==> config.mk <==
export PLATFORM = sky130hd
export DESIGN_NAME = eth_rx_framer
export DESIGN_NICKNAME = d
export VERILOG_FILES = /design/src/rtl/eth_rx_framer.sv
export SDC_FILE = /design/constraint.sdc
export NUM_CORES = 1
export LEC_CHECK = 0
export ABC_CLOCK_PERIOD_IN_PS = 4000
export CORE_ASPECT_RATIO = 0.8
export CORE_UTILIZATION = 51
export DETAILED_ROUTE_END_ITERATION = 6
export DONT_BUFFER_PORTS = 1
export PLACE_DENSITY = 0.71
export SETUP_SLACK_MARGIN = 0.15
export SLEW_MARGIN = 40
export SYNTH_ARGS = -nofsm -noshare
export SYNTH_HDL_FRONTEND = slang
export SYNTH_SLANG_ARGS = --single-unit
==> constraint.sdc <==
create_clock -name clock -period 4 [get_ports clock]
set_input_delay 0.2 -clock clock [delete_from_list [all_inputs] [get_ports clock]]
set_output_delay 0.2 -clock clock [all_outputs]
set_load 0.005 [all_outputs]
==> src/rtl/eth_rx_framer.sv <==
// Ethernet ingress framer: hunts for 0x55 preamble + 0xD5 SFD, strips it and
// forwards the frame bytes with SOF/EOF into a downstream FIFO write port.
module eth_rx_framer #(
  parameter int DATA_WIDTH = 8,
  parameter int PRE_MIN    = 5,
  parameter int MAX_LEN    = 1518
) (
  input  logic                  clock,
  input  logic                  reset,
  input  logic                  in_valid,
  output logic                  in_ready,
  input  logic [DATA_WIDTH-1:0] in_data,
  input  logic                  in_last,
  output logic                  wr_en,
  output logic                  wr_sof,
  output logic                  wr_eof,
  output logic [DATA_WIDTH-1:0] data_din,
  input  logic                  full,
  output logic [15:0]           frame_count,
  output logic [15:0]           drop_count
);

  localparam logic [DATA_WIDTH-1:0] PRE_BYTE = DATA_WIDTH'(8'h55);
  localparam logic [DATA_WIDTH-1:0] SFD_BYTE = DATA_WIDTH'(8'hD5);
  localparam logic [15:0]           LAST_IDX = 16'(MAX_LEN - 1);
  localparam logic [2:0]            PRE_NEED = 3'(PRE_MIN);

  typedef enum logic [2:0] {
    S_IDLE,
    S_PREAMBLE,
    S_FORWARD,
    S_DRAIN,
    S_DISCARD
  } state_e;

  state_e      state_q, state_d;
  logic [2:0]  pre_cnt_q, pre_cnt_d;
  logic [15:0] len_q, len_d;
  logic        first_q, first_d;
  logic [15:0] frame_q, drop_q;
  logic        frame_inc, drop_inc;

  // NOTE: every signal written here gets a default first, so no path leaves
  // a value unassigned and no latch is inferred.
  always_comb begin
    state_d   = state_q;
    pre_cnt_d = pre_cnt_q;
    len_d     = len_q;
    first_d   = first_q;
    frame_inc = 1'b0;
    drop_inc  = 1'b0;
    in_ready  = 1'b0;
    wr_en     = 1'b0;
    wr_sof    = 1'b0;
    wr_eof    = 1'b0;
    data_din  = '0;

    if (reset) begin
      unique case (state_q)
        S_IDLE: begin
          in_ready = 1'b1;
          if (in_valid) begin
            if (in_last) begin
              drop_inc = 1'b1;
            end else if (in_data == PRE_BYTE) begin
              state_d   = S_PREAMBLE;
              pre_cnt_d = 3'd1;
            end else begin
              state_d = S_DISCARD;
            end
          end
        end

        S_PREAMBLE: begin
          in_ready = 1'b1;
          if (in_valid) begin
            if (in_last) begin
              state_d  = S_IDLE;
              drop_inc = 1'b1;
            end else if (in_data == PRE_BYTE) begin
              if (pre_cnt_q != 3'd7) pre_cnt_d = pre_cnt_q + 3'd1;
            end else if (in_data == SFD_BYTE && pre_cnt_q >= PRE_NEED) begin
              state_d = S_FORWARD;
              first_d = 1'b1;
              len_d   = '0;
            end else begin
              state_d = S_DISCARD;
            end
          end
        end

        S_FORWARD: begin
          // Only this state stalls on a full FIFO; the write is the handshake.
          in_ready = ~full;
          if (in_valid && !full) begin
            wr_en    = 1'b1;
            data_din = in_data;
            wr_sof   = first_q;
            wr_eof   = in_last | (len_q == LAST_IDX);
            len_d    = len_q + 16'd1;
            first_d  = 1'b0;
            if (in_last) begin
              state_d   = S_IDLE;
              frame_inc = 1'b1;
            end else if (len_q == LAST_IDX) begin
              state_d   = S_DRAIN;
              frame_inc = 1'b1;
            end
          end
        end

        S_DRAIN: begin
          in_ready = 1'b1;
          if (in_valid && in_last) state_d = S_IDLE;
        end

        S_DISCARD: begin
          in_ready = 1'b1;
          if (in_valid && in_last) begin
            state_d  = S_IDLE;
            drop_inc = 1'b1;
          end
        end

        default: state_d = S_IDLE;
      endcase
    end
  end

  // NOTE: sequential state uses non-blocking assignments so every register
  // samples the pre-edge values of the others.
  always_ff @(posedge clock) begin
    if (!reset) begin
      state_q   <= S_IDLE;
      pre_cnt_q <= '0;
      len_q     <= '0;
      first_q   <= 1'b0;
      frame_q   <= '0;
      drop_q    <= '0;
    end else begin
      state_q   <= state_d;
      pre_cnt_q <= pre_cnt_d;
      len_q     <= len_d;
      first_q   <= first_d;
      if (frame_inc && frame_q != 16'hFFFF) frame_q <= frame_q + 16'd1;
      if (drop_inc && drop_q != 16'hFFFF) drop_q <= drop_q + 16'd1;
    end
  end

  assign frame_count = frame_q;
  assign drop_count  = drop_q;

endmodule
==> results of run 1 <==
==> sequential cells by signal, summed over array words and instances, names as in the netlist <==
signal,cells
drop_count,16
first_q,1
pre_cnt_q,3
state_q,3
len_q,16
frame_count,16
==> worst max-delay path: stages, from the launching register on <==
cell      delay [ns]
dfxtp_1         0.48
or3b_1          0.58
or3_1           0.54
clkinv_2        0.24
o211ai_1        0.25
buf_4           0.24
or3_1           0.34
a21oi_1         0.14
==> power by group through the flow <==
stage	Clock (mW)	Combinational, mW	Sequential [mW]
6_report	0.342	0.0300	0.555
5_1_grt	0.374	0.0335	0.556
4_1_cts	0.354	0.0292	0.555
3_5_place_dp	0	0.0292	0.567
3_3_place_gp	0	0.0290	0.567
2_1_floorplan	0	0.0316	0.564
==> cells by family (layout without fill, tap and decap cells) <==
logic type               count (synthesis)  in the layout  share of synthesized area, %
buffers and inverters                   26             20                         3.551
multiplexers                             9              9                         2.913
AO/OA/AOI/OAI                          103            103                         22.59
AND/OR/NAND/NOR                        178            178                         31.09
adder cells (fa/ha/maj)                  7              7                         2.793
flip-flops                              55             55                         35.12
XOR/XNOR                                 7              7                         1.955
==> stage by stage <==
stage,instances,hold slack [ns]
floorplan,385,0.4593
global placement,450,0.3229
detailed placement,451,0.3289
CTS,459,0.005034
global route,460,0.01875
finish,460,0.03806
==> layer usage <==
layer / GRT usage [%] / up-vias
li1: - / 1457
met1: 31.63 / 1387
met2: 33.84 / 57
met3: 4.778 / 5
met4: 3.704 / 0
met5: 0 / -
==> cells in the mapped netlist, drive strengths merged, types with 3 or more instances <==
cell	n	area (sq um)
nand2	35	131.4
nor2b	5	31.28
o31ai	7	52.55
nor2	31	116.4
nor4	3	18.77
and4	7	61.31
nand4	12	75.07
or3	15	93.84
dfxtp	55	1101
inv	8	30.03
nand2b	7	43.79
ha	7	87.58
nand3b	3	22.52
a21oi	27	135.1
nand3	20	100.1
a41oi	3	26.28
xnor2	6	52.55
clkbuf	13	48.80
or4	4	33.78
and3	4	25.02
mux2i	8	80.08
nor3	10	50.05
o21ai	22	113.9
o22ai	4	25.02
a2111oi	5	43.79
o211ai	10	90.09
and2	11	68.82
buf	4	27.52
==> worst max-delay path by stage <==
stage / start / to / slack [ns] / cells past startpoint
CTS: state_q[1]$_SDFFE_PN0P_ / frame_count[3]$_SDFFE_PN0P_ / 1.14 / 7
global placement: state_q[0]$_SDFFE_PN0P_ / frame_count[7]$_SDFFE_PN0P_ / 1.20 / 6
floorplan: state_q[1]$_SDFFE_PN0P_ / frame_count[14]$_SDFFE_PN0P_ / 1.81 / 8
finish: state_q[1]$_SDFFE_PN0P_ / frame_count[3]$_SDFFE_PN0P_ / 1.13 / 7
detailed placement: state_q[1]$_SDFFE_PN0P_ / frame_count[3]$_SDFFE_PN0P_ / 1.16 / 7
global route: state_q[1]$_SDFFE_PN0P_ / frame_count[5]$_SDFFE_PN0P_ / 0.95 / 7
==> area by class of cell <==
class	instances	area, sq um	area share (%)
inverters	9	35.03	1.063
repair buffers	3	25.02	0.7590
clock inverters	1	7.507	0.2277
clock buffers	7	96.34	2.922
flip-flops and latches	55	1101	33.40
well taps	81	101.3	3.074
multi-input cells	304	1931	58.56
==> key figures, run 1 <==
Pwr
  • Max IR drop VDD: 0.1627 mV
  • Combinational group share of total power: 3.2%
  • Switching share of power: ~22%
  • Clock power share: 36.9%
  • Switch Pwr: just over 0.2 mW
  • Final Power: approximately 0.9 mW
  • P_int: 0.7202 mW
  • Power density cells: 281.2 nW/um^2
  • Lkg Pwr: 1.070 nW
  • Sequential Power Share: 59.8%

STA
  • Fin worst setup slack: between 1 and 1.5 ns
  • Worst Tran Pin Value: 0.6665 ns
  • Tmin final: 2.875 ns
  • Endpoints failing hold: 0
  • Crit share post-route: 71.87%
  • Final setup violation count: 0
  • F_max: 347.9 MHz
  • Slew Viols, Final: 0
  • Setup Skew: 0.005293 ns
  • RSZ-0062 raised after global routing: false
  • Relative slew slack: 55.46%
  • Setup TNS Final: 0 ns

Routing
  • M1 wire length: about 3600 um
  • Met2 wire len: 3172 um
  • Metal3 WL: 303 um
  • WL/cell: 15.38 um
  • Detailed Route Iter0 Violations: 148
  • Post-DRT Antenna Nets: 0
  • Via density: 6.317
  • Top Metal Used: met4
  • Total wire length: 7076 um
  • Drt first pass iters: 4
  • DRC viols: 0
  • Via count: 2906

Critical path
  • R2R depth: 7
  • Crit-path max FO: 18
  • Required time worst endpoint: 4.24 ns
  • Critical Path Source Type: flop
  • Crit path capture type: flop
  • WP data arrival: between 3 and 4 ns
  • CP Class: flop to flop
  • R2r setup slk: 1.13 ns
  • Critical R2R Capture: frame_count[3]$_SDFFE_PN0P_
  • Worst R2R Start: state_q[1]$_SDFFE_PN0P_

Clock network
  • Post-CTS setup buffer count: 0
  • Clock Sinks: 55
  • Clk_lat worst skew: 0.30 ns
  • H-Tree Depth: 2
  • Hold_buf cts: 0
  • Root Buffer: clkbuf_8
  • CTS tree: yes
  • Maximum root-to-sink buffer count: 2
  • Post-CTS Resized: 0
  • CTS Buf Count: 5
  • Clock Pin Slew Worst Setup and Hold Paths: around 0.10 ns

Placement
  • Area after DPL: 3177 sq um
  • Place WS: 1.162 ns
  • Gpl congestion: just over 0.8
  • DPL Wire Length: 5016 um
  • Buffers added on ports: 0

Yosys
  • Number of synthesized flops with an enable pin: 0
  • Post-synth cell types: 62
  • Syn_area_per_cell: 8.144 sq um
  • Top FF cell, synth: dfxtp_1
  • Mapped Nets: between 400 and 500
  • Post-Syn Instances: 385
  • Async SR Flop Fraction: 0%
  • Seq/Total Area, Yosys: 35.12%
  • Post-synthesis sequential element count: 55
  • Syn. warnings: 0
  • Mapped Area: 3136 sq um

Layout
  • # fillers: 563
  • NumNets Final: 398
  • N_diodes: 0
  • Share of cells above drive strength 1: 5.805%
  • Final Instance Area: 3297 sq um
  • Most frequent cells in the layout: dfxtp_1 (55), nand2_1 (35), nor2_1 (31)
  • Final Util: 55.77%
  • Most common cell after layout, fill and taps aside: dfxtp_1
  • P&R area growth vs syn: 5.148%

Die
  • Initial Util: 53.04%
  • Die Y: 72.13 um
  • Die area: 6468 sq um
  • Die X-Extent: 89.67 um
  • Core ar.: 5912 sq um
  • # rows: 25
  • I/O Pins: 57

Outcome
  • Status: finished clean

GRT
  • Vias in the first global route: 2488
  • Largest net degree at the start of global routing: 38
  • Initial antenna violation count: 0
  • First-pass GRT wire length: 11230 um
  • All-Layer GR Usage: 21.88%
  • GRT Residual Overflow: 0

Job
  • Max-cap violation count: 0

Min path
  • Min-Delay Path Class: input port to flop
  • Hold path start: reset
  • Hold Path Cell Cnt: 1
  • Hold path endpoint: frame_count[12]$_SDFFE_PN0P_
(Power assumes the default switching activity.)
==> run 2, diff against run 1 <==
--- a/config.mk
+++ b/config.mk
@@ -5,12 +5,12 @@
 export SDC_FILE = /design/constraint.sdc
 export NUM_CORES = 1
 export LEC_CHECK = 0
-export ABC_CLOCK_PERIOD_IN_PS = 4000
+export ABC_CLOCK_PERIOD_IN_PS = 2600
 export CORE_ASPECT_RATIO = 0.8
 export CORE_UTILIZATION = 51
 export DETAILED_ROUTE_END_ITERATION = 6
 export DONT_BUFFER_PORTS = 1
-export PLACE_DENSITY = 0.71
+export PLACE_DENSITY = 0.74
 export SETUP_SLACK_MARGIN = 0.15
 export SLEW_MARGIN = 40
 export SYNTH_ARGS = -nofsm -noshare
==> constraint.sdc (replaced) <==
create_clock -name clock -period 2.6 [get_ports clock]
set_input_delay 0.13 -clock clock [delete_from_list [all_inputs] [get_ports clock]]
set_output_delay 0.13 -clock clock [all_outputs]
set_load 0.005 [all_outputs]
==> key figures, run 2 (synthesized netlist as in run 1, its figures left out) <==
GRT
  • Initial antenna violation count: 0
  • Largest net degree at the start of global routing: 38
  • All-Layer GR Usage: a little under a quarter
  • GRT Residual Overflow: 0
  • Vias in the first global route: 2633
  • First-pass GRT wire length: about 12000 um

Critical path
  • CP top delay family: compound AO/OA/AOI/OAI gates
  • Crit-path most repeated cell: o21ai_0
  • Crit path capture type: flop
  • Crit-path max FO: 13
  • Required time worst endpoint: 2.85 ns
  • WP buf/inv: 1
  • Critical Path Source Type: flop
  • Critical-path top delay cell: a221o_1
  • Sequence of cells on the critical path: buf_4 -> nand2b_1 -> o21ai_0 -> a221o_1 -> o21ai_0 -> a21oi_1
  • CP Class: flop to flop
  • Max stage delay on crit path: 0.58 ns
  • WP data arrival: 2.51 ns

STA
  • Fin worst setup slack: 0.3307 ns
  • Tmin final: 2.269 ns
  • Relative slew slack: 52.91%
  • Slew Viols, Final: 0
  • Final setup violation count: 0
  • RSZ-0062 raised after global routing: false
  • F_max: 440.7 MHz
  • Crit share post-route: between 80% and 90%
  • Setup Skew: approximately 0.008 ns
  • Setup TNS Final: 0 ns
  • Worst Tran Pin Value: 0.6999 ns
  • Endpoints failing hold: 0

Outcome
  • Status: finished clean

Pwr
  • Lkg Pwr: between 1 and 1.5 nW
  • Max IR drop VDD: 0.2485 mV
  • Power density cells: 423.7 nW/um^2

Placement
  • Area after DPL: 3228 sq um
  • DPL Wire Length: 5128 um
  • DP Cell Count: 458
  • Place WS: between 0.3 and 0.4 ns
  • Gpl congestion: about 0.84
  • Buffers added on ports: 0

Clock network
  • Maximum root-to-sink buffer count: 2
  • Root Buffer: clkbuf_8
  • CTS tree: yes
  • Clock Pin Slew Worst Setup and Hold Paths: 0.10 ns
  • CTS Buf Count: 5
  • Clk_lat worst skew: 0.31 ns
  • Clock Sinks: 55
  • H-Tree Depth: 2

Die
  • Die area: between 6000 and 7000 sq um
  • Die X-Extent: 89.67 um
  • I/O Pins: 57
  • Core ar.: between 5000 and 6000 sq um
  • Die Y: 72.13 um
  • # rows: 25
  • Initial Util: between 50% and 60%

Layout
  • Final Instance Area: roughly 3300 sq um
  • # fillers: about 550
  • Final Util: 56.53%
  • Multi-input combinational cell area: 1923 sq um
  • NumNets Final: between 400 and 500
  • Most frequent cells in the layout: dfxtp_1 (55), nand2_1 (35), nor2_1 (31)
  • Most common cell after layout, fill and taps aside: dfxtp_1
  • Share of cells above drive strength 1: 7.494%
  • FF/Latch Area: about 1100 sq um
  • Non-Filler Instances: 468
  • P&R area growth vs syn: 6.584%
  • N_diodes: 0

Routing
  • WL/cell: 15.79 um
  • Drt first pass iters: 4
  • Detailed Route Iter0 Violations: 197
  • Total wire length: 7389 um
  • Via density: 6.171
  • Post-DRT Antenna Nets: 0
  • DRC viols: 0
  • Via count: 2888

Job
  • Max-cap violation count: 0

Min path
  • Min-Delay Path Class: input port to flop
-- run 2: area by class of cell --
type,count,area share [%]
multi-input combinational,304,57.54
sequential,55,32.95
tap,81,3.033
clock buffer,6,2.471
timing repair buffer,11,2.471
inverter,9,1.048
clock inverter,2,0.4867
-- run 2: worst register-to-register path, stage by stage, from the launching register on --
cell      delay, ns
dfxtp_1        0.32
buf_4          0.17
nand2b_1       0.25
o21ai_0        0.53
a221o_1        0.58
o21ai_0        0.19
a21oi_1        0.16
-- run 2: path summary, 6_finish.rpt --
check | from | endpoint | slack, ns | cells past startpoint
worst max-delay path | state_q[0]$_SDFFE_PN0P_ | len_q[12]$_SDFFE_PN0P_ | 0.33 | 6
worst min-delay path | reset | len_q[14]$_SDFFE_PN0P_ | 0.02 | 2
worst max register to register | state_q[0]$_SDFFE_PN0P_ | len_q[12]$_SDFFE_PN0P_ | 0.33 | 6
worst min register to register | first_q$_SDFFE_PN0P_ | first_q$_SDFFE_PN0P_ | 0.50 | 2
-- run 2: repair_timing --
action | in CTS | in global routing
endpoints found under the hold margin | 18 | 0
hold buffers | 2 | 0
buffers inserted | 0 | 0
resized for setup | 0 | 0
-- run 2: metrics by stage --
| step | hold WS (ns) | power (mW) |
|---|---|---|
| 4_1_cts | 0.01491 | 1.435 |
| 3_3_place_gp | 0.2555 | 0.9196 |
| 2_1_floorplan | 0.3703 | 0.9164 |
| 6_report | 0.01981 | 1.416 |
| 3_5_place_dp | 0.2574 | 0.9210 |
| 5_1_grt | 0.03862 | 1.465 |
-- run 2: report_power, final --
group	internal, mW	leakage, nW	switching (mW)	total [mW]
clock network	0.218	0.0474	0.287	0.506
logic	0.0229	0.616	0.0401	0.0630
registers	0.845	0.443	0.00274	0.848
-- run 2: layer usage --
layer / GRT usage (%) / wire length (um) / vias to the layer above
met3: 5.688 / 374 / 6
met4: 5.115 / 58 / 0
li1: - / - / 1461
met5: 0 / 0 / -
met2: 37.71 / 3324 / 72
met1: 31.69 / 3632 / 1349
==> run 3, diff against run 2 <==
--- a/config.mk
+++ b/config.mk
@@ -5,12 +5,12 @@
 export SDC_FILE = /design/constraint.sdc
 export NUM_CORES = 1
 export LEC_CHECK = 0
-export ABC_CLOCK_PERIOD_IN_PS = 2600
+export ABC_CLOCK_PERIOD_IN_PS = 2900
 export CORE_ASPECT_RATIO = 0.8
 export CORE_UTILIZATION = 51
 export DETAILED_ROUTE_END_ITERATION = 6
 export DONT_BUFFER_PORTS = 1
-export PLACE_DENSITY = 0.74
+export PLACE_DENSITY = 0.71
 export SETUP_SLACK_MARGIN = 0.15
 export SLEW_MARGIN = 40
 export SYNTH_ARGS = -nofsm -noshare
==> constraint.sdc (replaced) <==
create_clock -name clock -period 2.9 [get_ports clock]
set_input_delay 0.145 -clock clock [delete_from_list [all_inputs] [get_ports clock]]
set_output_delay 0.145 -clock clock [all_outputs]
set_load 0.005 [all_outputs]
==> key figures, run 3 (synthesized netlist as in run 1, its figures left out) <==
Pwr
  • Final Power: approximately 1.2 mW
  • Max IR drop VDD: roughly 0.22 mV
  • Lkg Pwr: 1.088 nW
  • Power density cells: 373.1 nW/um^2

Routing
  • Detailed Route Iter0 Violations: 180
  • Via count: around 2900
  • Via density: 6.277
  • Drt first pass iters: 4
  • WL/cell: 16.06 um
  • Total wire length: 7483 um
  • DRC viols: 0
  • Post-DRT Antenna Nets: 0

STA
  • F_max: 382.7 MHz
  • Fin worst setup slack: about 0.29 ns
  • Tmin final: 2.613 ns
  • Hold WS: approximately 0.012 ns
  • Final setup violation count: 0
  • Worst Tran Pin Value: roughly 0.71 ns
  • Setup TNS Final: 0 ns
  • Slew Viols, Final: 0
  • Relative slew slack: around 52%
  • Crit share post-route: around 90%
  • Setup Skew: 0.004424 ns
  • RSZ-0062 raised after global routing: false
  • Endpoints failing hold: 0

Clock network
  • Root Buffer: clkbuf_8
  • CTS tree: yes
  • Maximum root-to-sink buffer count: 2
  • Clock Pin Slew Worst Setup and Hold Paths: roughly 0.1 ns
  • H-Tree Depth: 2
  • Clk_lat worst skew: around 0.3 ns
  • CTS Buf Count: 5
  • Clock Sinks: 55

Die
  • Core ar.: 5912 sq um
  • I/O Pins: 57
  • Initial Util: between 50% and 60%
  • Die area: 6468 sq um
  • Die X-Extent: about 90 um
  • # rows: 25
  • Die Y: roughly 70 um

GRT
  • GRT Residual Overflow: 0
  • First-pass GRT wire length: around 12000 um
  • All-Layer GR Usage: 23.70%
  • Largest net degree at the start of global routing: 38
  • Vias in the first global route: approximately 2700
  • Initial antenna violation count: 0

Placement
  • Buffers added on ports: 0
  • Place WS: 0.2888 ns
  • Area after DPL: 3199 sq um
  • DPL Wire Length: 5123 um
  • DP Cell Count: around 450
  • Gpl congestion: 0.7885

Layout
  • Most common cell after layout, fill and taps aside: dfxtp_1
  • Non-Filler Instances: 466
  • N_diodes: 0
  • Share of cells above drive strength 1: 7.013%
  • NumNets Final: 404
  • FF/Latch Area: roughly 1100 sq um
  • Multi-input combinational cell area: approximately 1900 sq um
  • Most frequent cells in the layout: dfxtp_1 (55), nand2_1 (35), nor2_1 (31)
  • Final Instance Area: 3322 sq um
  • P&R area growth vs syn: 5.946%
  • # fillers: 549
  • Final Util: 56.19%

Critical path
  • Required time worst endpoint: 3.14 ns
  • WP data arrival: 2.85 ns
  • Crit-path max FO: 18
  • CP Class: flop to flop
  • Critical Path Source Type: flop
  • Crit path capture type: flop

Min path
  • Min-Delay Path Class: input port to flop

Job
  • Max-cap violation count: 0

Outcome
  • Status: finished clean
==> run 3: cell types whose count changed in the layout (fill, tap and decap cells not counted), sizes merged <==
cell	before	now
buf	10	8
clkinv	2	1
inv	8	9
==> run 3: power breakdown <==
group	internal, mW	switching [mW]
clock network	0.170	0.254
registers	0.757	0.00228
logic	0.0206	0.0356
==> run 3: final cells by class <==
class	count	area share (%)
clock buffers	6	2.185
clock inverters	2	0.3766
inverters	9	1.092
multi-input cells	304	58.12
flip-flops and latches	55	33.15
well taps	81	3.051
repair buffers	9	2.034
==> run 3: per-layer routing <==
layer  vias to the layer above  global-route usage [%]  routed length (um)
met3                         2                   5.802                 466
met5                         -                       0                   0
met1                      1398                   32.34                3544
li1                       1454                       -                   -
met2                        71                   38.38                3450
met4                         0                   4.233                  22
==> run 3: repair_timing <==
| action | 4_1_cts | 5_1_grt |
|---|---|---|
| hold buffers | 1 | 1 |
| setup buffers | 0 | 2 |
| endpoints found under the hold margin | 16 | 1 |
| resized for setup | 0 | 1 |
| setup endpoints to repair | 0 | 1 |
==> run 3: critical path, stage by stage, from the launching register on <==
cell and delay [ns]:
dfxtp_1 0.48, or3b_1 0.40, or3_1 0.50, inv_4 0.22, o211ai_1 0.23, buf_4 0.23, or3_1 0.34, a21oi_1 0.14
==> run 3: path summary, 6_finish.rpt <==
path,start,to,slack [ns],depth (start not counted)
max reg2reg,state_q[1]$_SDFFE_PN0P_,frame_count[3]$_SDFFE_PN0P_,0.29,7
max,state_q[1]$_SDFFE_PN0P_,frame_count[3]$_SDFFE_PN0P_,0.29,7
min reg2reg,first_q$_SDFFE_PN0P_,first_q$_SDFFE_PN0P_,0.50,2
min,reset,state_q[2]$_SDFFE_PN0P_,0.01,2
